--- src/rtl/tablet_pkg.sv ---
// Shared types, constants and BCD helpers for the tablet feeder.
package tablet_pkg;

   typedef logic [3:0] bcd_digit_t;

   typedef enum logic [2:0] {
      S_IDLE   = 3'd0,
      S_FEED   = 3'd1,
      S_CHANGE = 3'd2,
      S_DONE   = 3'd3,
      S_FAULT  = 3'd4
   } feeder_state_t;

   localparam int unsigned DROP_DIV_DEFAULT = 50000;
   localparam int unsigned PRESC_W          = 16;

   function automatic bcd_digit_t bcd_clamp(input bcd_digit_t d);
      bcd_digit_t r;
      if (d > 4'd9) begin
         r = 4'd9;
      end else begin
         r = d;
      end
      return r;
   endfunction

   // Two-digit BCD increment that saturates at 99.
   function automatic logic [7:0] bcd2_inc(input logic [7:0] v);
      logic [7:0] r;
      if (v == 8'h99) begin
         r = v;
      end else if (v[3:0] >= 4'd9) begin
         r = {v[7:4] + 4'd1, 4'd0};
      end else begin
         r = {v[7:4], v[3:0] + 4'd1};
      end
      return r;
   endfunction

endpackage

--- src/rtl/tablet_feeder_if.sv ---
// Control/status bundle between the line controller (master) and the feeder (slave).
interface tablet_feeder_if;
   import tablet_pkg::*;

   logic       start;
   bcd_digit_t f_num;
   bcd_digit_t l_num;
   bcd_digit_t bt_f_num;
   bcd_digit_t bt_l_num;
   logic       bottle_ack;
   logic       jam;
   logic       tablet;
   logic       bottle_req;
   logic       busy;
   logic       done;
   logic       fault;
   logic [7:0] tab_cnt;
   logic [7:0] bott_cnt;

   modport master (
      output start, f_num, l_num, bt_f_num, bt_l_num, bottle_ack, jam,
      input  tablet, bottle_req, busy, done, fault, tab_cnt, bott_cnt
   );

   modport slave (
      input  start, f_num, l_num, bt_f_num, bt_l_num, bottle_ack, jam,
      output tablet, bottle_req, busy, done, fault, tab_cnt, bott_cnt
   );

endinterface

--- src/rtl/bcd_cnt2.sv ---
// Two-digit BCD counter with synchronous clear and saturating increment.
module bcd_cnt2
   import tablet_pkg::*;
(
   input  logic       clk,
   input  logic       reset,
   input  logic       clr,
   input  logic       inc,
   output logic [7:0] value
);

   logic [7:0] value_d;
   logic [7:0] value_q;

   always_comb begin
      value_d = value_q;
      if (clr) begin
         value_d = 8'h00;
      end else if (inc) begin
         value_d = bcd2_inc(value_q);
      end else begin
         value_d = value_q;
      end
   end

   always_ff @(posedge clk) begin
      if (!reset) begin
         value_q <= 8'h00;
      end else begin
         value_q <= value_d;
      end
   end

   assign value = value_q;

endmodule

--- src/rtl/tablet_feeder.sv ---
// Tablet feeder controller: paced drops per bottle, bottle changes per batch.
// Optional jam detection is compiled in with JAM_DETECT_EN.
module tablet_feeder
   import tablet_pkg::*;
#(
   parameter int unsigned DROP_DIV = DROP_DIV_DEFAULT
)
(
   input logic              clk,
   input logic              reset,
   tablet_feeder_if.slave   bus
);

   localparam logic [PRESC_W-1:0] PRESC_LAST = PRESC_W'(DROP_DIV - 1);

   feeder_state_t      state_d, state_q;
   logic [7:0]         per_bottle_d, per_bottle_q;
   logic [7:0]         batch_d, batch_q;
   logic [PRESC_W-1:0] presc_d, presc_q;
   logic [7:0]         set_per_s, set_batch_s;
   logic [7:0]         tab_val_s, bott_val_s;
   logic               tab_clr_s, tab_inc_s, bott_clr_s, bott_inc_s;
   logic               tablet_s;

   assign set_per_s   = {bcd_clamp(bus.f_num), bcd_clamp(bus.l_num)};
   assign set_batch_s = {bcd_clamp(bus.bt_f_num), bcd_clamp(bus.bt_l_num)};

   always_comb begin
      state_d      = state_q;
      per_bottle_d = per_bottle_q;
      batch_d      = batch_q;
      presc_d      = presc_q;
      tab_clr_s    = 1'b0;
      tab_inc_s    = 1'b0;
      bott_clr_s   = 1'b0;
      bott_inc_s   = 1'b0;
      tablet_s     = 1'b0;
      case (state_q)
         S_IDLE: begin
            if (bus.start && (set_per_s != 8'h00) && (set_batch_s != 8'h00)) begin
               state_d      = S_FEED;
               per_bottle_d = set_per_s;
               batch_d      = set_batch_s;
               presc_d      = '0;
               tab_clr_s    = 1'b1;
               bott_clr_s   = 1'b1;
            end else begin
               state_d = S_IDLE;
            end
         end
         S_FEED: begin
`ifdef JAM_DETECT_EN
            if (bus.jam) begin
               state_d = S_FAULT;
            end else
`endif
            if (bus.start) begin
               if (presc_q == PRESC_LAST) begin
                  tablet_s  = 1'b1;
                  tab_inc_s = 1'b1;
                  presc_d   = '0;
                  // Compare the post-increment count so CHANGE starts right after the last drop.
                  if (bcd2_inc(tab_val_s) == per_bottle_q) begin
                     state_d = S_CHANGE;
                  end else begin
                     state_d = S_FEED;
                  end
               end else begin
                  presc_d = presc_q + PRESC_W'(1);
               end
            end else begin
               presc_d = presc_q;
            end
         end
         S_CHANGE: begin
            if (bus.bottle_ack) begin
               bott_inc_s = 1'b1;
               if (bcd2_inc(bott_val_s) == batch_q) begin
                  state_d = S_DONE;
               end else begin
                  state_d   = S_FEED;
                  tab_clr_s = 1'b1;
                  presc_d   = '0;
               end
            end else begin
               state_d = S_CHANGE;
            end
         end
         S_DONE: begin
            if (!bus.start) begin
               state_d = S_IDLE;
            end else begin
               state_d = S_DONE;
            end
         end
`ifdef JAM_DETECT_EN
         S_FAULT: state_d = S_FAULT;
`endif
         default: state_d = S_IDLE;
      endcase
   end

   always_ff @(posedge clk) begin
      if (!reset) begin
         state_q      <= S_IDLE;
         per_bottle_q <= 8'h00;
         batch_q      <= 8'h00;
         presc_q      <= '0;
      end else begin
         state_q      <= state_d;
         per_bottle_q <= per_bottle_d;
         batch_q      <= batch_d;
         presc_q      <= presc_d;
      end
   end

   bcd_cnt2 u_tab_cnt (
      .clk   (clk),
      .reset (reset),
      .clr   (tab_clr_s),
      .inc   (tab_inc_s),
      .value (tab_val_s)
   );

   bcd_cnt2 u_bott_cnt (
      .clk   (clk),
      .reset (reset),
      .clr   (bott_clr_s),
      .inc   (bott_inc_s),
      .value (bott_val_s)
   );

   // The drop pulse is combinational so a jam or pause in the drop cycle can cancel it.
   assign bus.tablet     = tablet_s;
   assign bus.bottle_req = (state_q == S_CHANGE);
   assign bus.busy       = (state_q == S_FEED) || (state_q == S_CHANGE);
   assign bus.done       = (state_q == S_DONE);
   assign bus.tab_cnt    = tab_val_s;
   assign bus.bott_cnt   = bott_val_s;
`ifdef JAM_DETECT_EN
   assign bus.fault      = (state_q == S_FAULT);
`else
   logic jam_unused;
   assign jam_unused     = bus.jam;
   assign bus.fault      = 1'b0;
`endif

endmodule

--- src/flat_wrapper.sv ---
// flat-port wrapper written by rule: the top's interface ports become plain ports
module tablet_feeder_flat import tablet_pkg::*;
#(
   parameter int unsigned DROP_DIV = DROP_DIV_DEFAULT
)
  (clk, reset, bus_start, bus_f_num, bus_l_num, bus_bt_f_num, bus_bt_l_num, bus_bottle_ack, bus_jam, bus_tablet, bus_bottle_req, bus_busy, bus_done, bus_fault, bus_tab_cnt, bus_bott_cnt);
  tablet_feeder_if bus_i ();
  input logic clk;
  input logic reset;
  input wire logic [$bits(bus_i.start)-1:0] bus_start;
  input wire logic [$bits(bus_i.f_num)-1:0] bus_f_num;
  input wire logic [$bits(bus_i.l_num)-1:0] bus_l_num;
  input wire logic [$bits(bus_i.bt_f_num)-1:0] bus_bt_f_num;
  input wire logic [$bits(bus_i.bt_l_num)-1:0] bus_bt_l_num;
  input wire logic [$bits(bus_i.bottle_ack)-1:0] bus_bottle_ack;
  input wire logic [$bits(bus_i.jam)-1:0] bus_jam;
  output wire logic [$bits(bus_i.tablet)-1:0] bus_tablet;
  output wire logic [$bits(bus_i.bottle_req)-1:0] bus_bottle_req;
  output wire logic [$bits(bus_i.busy)-1:0] bus_busy;
  output wire logic [$bits(bus_i.done)-1:0] bus_done;
  output wire logic [$bits(bus_i.fault)-1:0] bus_fault;
  output wire logic [$bits(bus_i.tab_cnt)-1:0] bus_tab_cnt;
  output wire logic [$bits(bus_i.bott_cnt)-1:0] bus_bott_cnt;
  assign bus_i.start = bus_start;
  assign bus_i.f_num = bus_f_num;
  assign bus_i.l_num = bus_l_num;
  assign bus_i.bt_f_num = bus_bt_f_num;
  assign bus_i.bt_l_num = bus_bt_l_num;
  assign bus_i.bottle_ack = bus_bottle_ack;
  assign bus_i.jam = bus_jam;
  assign bus_tablet = bus_i.tablet;
  assign bus_bottle_req = bus_i.bottle_req;
  assign bus_busy = bus_i.busy;
  assign bus_done = bus_i.done;
  assign bus_fault = bus_i.fault;
  assign bus_tab_cnt = bus_i.tab_cnt;
  assign bus_bott_cnt = bus_i.bott_cnt;
  tablet_feeder #(.DROP_DIV(DROP_DIV)) u_core (.clk(clk), .reset(reset), .bus(bus_i));
endmodule
--- config.mk ---
export PLATFORM = sky130hd
export DESIGN_NAME = tablet_feeder_flat
export DESIGN_NICKNAME = d
export VERILOG_FILES = /design/src/rtl/tablet_pkg.sv /design/src/rtl/tablet_feeder_if.sv /design/src/rtl/bcd_cnt2.sv /design/src/rtl/tablet_feeder.sv /design/src/flat_wrapper.sv
export SDC_FILE = /design/constraint.sdc
export NUM_CORES = 1
export LEC_CHECK = 0
export CORE_ASPECT_RATIO = 0.9
export CORE_MARGIN = 4
export CORE_UTILIZATION = 30
export CTS_BUF_LIST = sky130_fd_sc_hd__clkbuf_8
export CTS_CLUSTER_SIZE = 14
export DETAILED_ROUTE_END_ITERATION = 8
export GPL_TIMING_DRIVEN = 0
export PLACE_DENSITY = 0.47
export SLEW_MARGIN = 20
export SYNTH_ARGS = -nofsm -noshare
export SYNTH_HDL_FRONTEND = slang
export SYNTH_SLANG_ARGS = --single-unit
--- constraint.sdc ---
create_clock -name clk -period 5.6 [get_ports clk]
set_input_delay 0.56 -clock clk [delete_from_list [all_inputs] [get_ports clk]]
set_output_delay 0.56 -clock clk [all_outputs]
set_load 0.02 [all_outputs]
* Word level (Yosys, flattened, before mapping)
Cells that the tools add are included.
** Storage, ports and cells
- Bits in registers :: 51
- Logic and storage cells :: 80
** Operators by class
- Multiplexer cells :: 37
- Bitwise operators :: 1
- Reductions and logical operators :: 12
- $add $sub $neg :: 5
- $lt $le $gt $ge :: 6
- Eq/ne operators :: 13
** Operators with widths (count)
- $mux 16 :: 5
- $mux 8 :: 9
- $pmux 16 s3 :: 1
- $add 16x1->16 const B :: 1
- $add 4x1->4 const B :: 4
- $eq 16x16->1 const B :: 1
- $eq 8x8->1 :: 2
- $eq 8x8->1 const B :: 2
- $gt 4x4->1 const B :: 4
- $mux 4 :: 4
- $reduce_bool 8->1 :: 2
- $pmux 3 s4 :: 1
- $mux 1 :: 10
- $ge 4x4->1 const B :: 2
- $mux 2 :: 4
- $eq 3x2->1 const B :: 2
- $mux 3 :: 2
- $ne 2x2->1 const B :: 3
- $reduce_and 5->1 :: 1
- $ne 2x1->1 const B :: 2
- $reduce_and 2->1 :: 2
- $reduce_or 2->1 :: 2
- $eq 3x1->1 const B :: 1
- $logic_not 3->1 :: 1
- 5 further kinds :: 6

* Longest topological paths before layout
- Word-level depth :: 11
- Mapped depth :: 10

* Modules after synthesis
Synthesis repeated with hierarchy kept, for this count alone.
** Second synthesis, totals
- Cell total of the unflattened synthesis :: 430
- Area, all modules :: 3704.8 um2
** Modules (own cells, without submodules)
- tablet_feeder :: instances 1, cells each 324, area each 2783.9 um2
- bcd_cnt2 :: instances 2, cells each 53, area each 460.4 um2

* Worst setup path before layout
Ideal clock, no wire load.
- Path type :: reg-to-reg
- Start :: register u_core.u_bott_cnt.value_q[1], in the netlist u_core.u_bott_cnt.value[1]
- End :: register u_core.presc_q[11]
- Setup slack :: 2626 ps
- Path buffers :: 1
- Clock period less this slack :: 2974 ps
- Arrival :: 2839 ps
- Cell stages (with the launch flop) :: 11
- Path through :: dfxtp_1 > inv_1 > ha_1 > and4b_4 > a211oi_4 > mux2_4 > a211o_4 > nor4_4 > or3_4 > buf_12 > o31ai_1
** Between the ends
- Longest elaborated chain between the ends :: 8
- Elaborated cells on any way between the ends :: 10
- Classes of those cells :: add/sub: 1; order compare: 1; eq/ne: 3; mux: 4; reduce/logical: 1
** Ends and longest elaborated chain
- start: declaration :: RTL line bcd_cnt2.sv:13 : logic [7:0] value_q;
- start signal: assignment :: RTL line bcd_cnt2.sv:30 : value_q <= value_d;
- $add 4x1->4 / $ge 4x4->1 (equally long branches) :: RTL line tablet_pkg.sv:35, tablet_pkg.sv:32
- $mux 8 :: RTL line tablet_pkg.sv:32 : end else if (v[3:0] >= 4'd9) begin
- $mux 8 * :: RTL line tablet_pkg.sv:30 : if (v == 8'h99) begin
- $mux 8 * :: RTL line tablet_feeder.sv:76 : if (bus.bottle_ack) begin
- $mux 8 * :: RTL line tablet_feeder.sv:38 : case (state_q)
- $eq 8x8->1 * :: RTL line tablet_feeder.sv:78 : if (bcd2_inc(bott_val_s) == batch_q) begin
- $ne 2x2->1 (no line) *
- $reduce_and 5->1 (no line) *
- end signal: assignment :: RTL line tablet_feeder.sv:113 : presc_q <= presc_d;
- end: declaration :: RTL line tablet_feeder.sv:19 : logic [PRESC_W-1:0] presc_d, presc_q;
Every way passes the cells marked *; elsewhere a longest branch is shown, timed or not. The select of a mux whose other input is x is not followed.
A chain may end at the register's enable or synchronous reset.

* Worst setup path after layout
- Start :: register u_core.u_bott_cnt.value_q[1], in the netlist u_core.u_bott_cnt.value[1]
- End :: register u_core.presc_q[13]
The elaborated chain is that of the path after synthesis.

==> metrics.txt <==
status=finished clean; HPWL Detailed=7100 µm; Synth Cell Area=3420 µm²; antenna cells=0; CP max FO=10; largest net degree at the start of global routing=18; crit path cell chain=inv_1 -> ha_1 -> and4b_4 -> a211oi_4 -> mux2_4 -> a211o_4 -> nor4_4 -> or3_4 -> buf_12 -> o31ai_1; Worst path slowest cell=nor4_4; Vias/cell=5.16; global-route wire length before repair=15700 µm; DRT iter0 DRCs=189; Cell Pwr Density=250 nW/µm²; skew final=0.00662 ns; sw frac=38.5%; Slew Viols, Final=0; CP required=5.81 ns; initial core utilization=31.1%; R2R cell count=10; CP Launch Type=flop; Clock Sinks=50; period utilisation layout=57.8%; launch point of the worst path=u_core.u_bott_cnt.value[1]; VDD IR-drop max=0.000116 V; Crit Path Class=flop to flop; CTS H-tree depth=2; Largest stage delay, worst path=0.49 ns; Final Hold Fails=0; I/O pin count=42; Pint=0.628 mW; HP Class=flop to flop; Final Routed Wirelength=9390 µm; Clock Path Buffers=2; initial antenna violation count=0; CTS Root Cell=clkbuf_8; fraction of layout cells with a size suffix above 1=10.0%; ys flop type=dfxtp_1; Tightest Pin Transition=0.573 ns; Distinct cells, synth=83; All-Layer GR Usage=14.7%; asr flop ratio synth=0%; total gr overflow=0; clock transition at the registers of the reported paths=0.11 ns; post-CTS sizing=0; DRT antenna net count=0; DR DRC count=0; Clock Latency Late Sink=0.32 ns; IO buf count=38; routability cong.=0.789; synthesized area per cell=8.49 µm²; vias=3099; Seq pwr share=40.2%; Hold Buf Count CTS=0; most frequent cell after synthesis=dfxtp_1; Post-synth top cells=50 x dfxtp_1, 36 x nor2_1, 33 x nand2_1; flop2flop setup slack=2.36 ns; Total Nets Final=484; min-delay src=u_core.presc_q[1]; design area=4080 µm²; Leak=1.38 nW; Layout area overhead=19.4%; Max Cap Viol=0; Fin Setup TNS=0 ns; clock network power share=23.1%; Cell Rows=36; NetSw=0.393 mW; Yosys reg bits=50; Core ar.=11000 µm²; Placed Area=3990 µm²; fin crit period=3.24 ns; post-CTS setup buffer count=0; CTS Buf Count=5; die area=13200 µm²; RSZ-0062 raised after global routing=false; Arr. time, crit path=3.45 ns; Worst Hold End=u_core.presc_q[1]; Mapped Cells=403; Seq/Total Area, Yosys=29.3%; syn_nets=439; CTS tree=done; Worst setup EP type=flop; Reg-to-Reg Start=u_core.u_bott_cnt.value[1]; Slew headroom=61.3%; Post-synth EDFFs=0; Synth area leader=dfxtp_1; hold path depth=2; routed len/inst=15.6 µm; Pwr Total=1.02 mW; part of the power in combinational logic=36.7%; Critical R2R Capture=u_core.presc_q[13]; ranking of synthesized cells by area=dfxtp_1 29%, ha_1 5.5%, nor2_1 4.0%; 1st-pass router iterations=4; Setup Viol. Count Final=0; chip height=109 µm; Peak Freq=0.309 GHz; fin util=37.2%; Yosys top cell area share=29.3%; Syn. warnings=0; vias in the first global route=3041; Die X=121 µm
-- cell type report --
cell class                      count  area [µm²]
Fill cell                        1192        6910
Multi-Input combinational cell    320        2240
Sequential cell                    50        1000
Timing Repair Buffer               38         380
Tap cell                          152         190
Buffer                             16         110
Clock buffer                        5        68.8
Inverter                           17        63.8
Clock inverter                      3        25.0
-- critical path: cells and delay by family, from the launching register on --
family | cells | cell delay (ns)
and+or+nand+nor | 3 | 1.00
buffers and inverters | 2 | 0.24
adders and majority gates | 1 | 0.23
AOI/OAI and AO/OA | 3 | 0.86
muxes | 1 | 0.34
DFF | 1 | 0.45
-- power groups by stage --
stage	clock [mW]	sequential [mW]	combinational (mW)
final	0.235	0.411	0.375
after global routing	0.260	0.414	0.416
after global placement	0	0.418	0.375
after CTS	0.246	0.410	0.380
after floorplan	0	0.409	0.274
after detailed placement	0	0.418	0.379
-- layout by cell type, fill, tap and decap left out, drive strengths merged, types with 13 or more instances in the layout --
master / n
dfxtp: 50
clkdlybuf4s50: 38
nor2: 37
nand2: 34
a21oi: 25
inv: 18
nor2b: 18
nand3: 17
ha: 15
o21ai: 13
-- cell families after synthesis --
logic type,Yosys count,synth area share (%)
simple gates,181,30.4
compound gates,99,22.2
flops,50,29.3
buf+inv,33,5.09
fa+ha+maj,15,5.49
xor+xnor,14,3.99
mux,10,3.44
other cells,1,0.110
-- per-stage QoR --
step                      cells  setup WS [ns]  hold WS, ns
after global placement      593           2.38        0.465
after floorplan             403           2.63        0.427
final                       601           2.36        0.491
after CTS                   601           2.34        0.493
after detailed placement    593           2.36        0.477
after global routing        601           2.20        0.521
-- flip-flops by register name (all words and copies together), names as in the netlist --
register and flops:
u_core.batch_q 8, u_core.per_bottle_q 8, u_core.presc_q 16, u_core.state_q 2
u_core.u_bott_cnt.value 8, u_core.u_tab_cnt.value 8
-- worst max path at each step --
stage	to	slack, ns
5_1_grt	u_core.presc_q[13]	2.20
3_3_place_gp	u_core.presc_q[13]	2.38
3_5_place_dp	u_core.presc_q[13]	2.36
2_1_floorplan	u_core.presc_q[11]	2.63
6_report	u_core.presc_q[13]	2.36
4_1_cts	u_core.presc_q[13]	2.34
-- metal layers --
| layer | GRT usage (%) | wire [µm] | share of wire [%] | vias to the layer above |
|---|---|---|---|---|
| met5 | 0 | 0 | 0 | - |
| met4 | 3.48 | 101 | 1.1 | 0 |
| li1 | - | - | - | 1586 |
| met2 | 22.6 | 4080 | 43 | 50 |
| met1 | 21.3 | 4910 | 52 | 1453 |
| met3 | 3.01 | 296 | 3.2 | 10 |
Note: power is estimated with default switching activity, not from simulation.
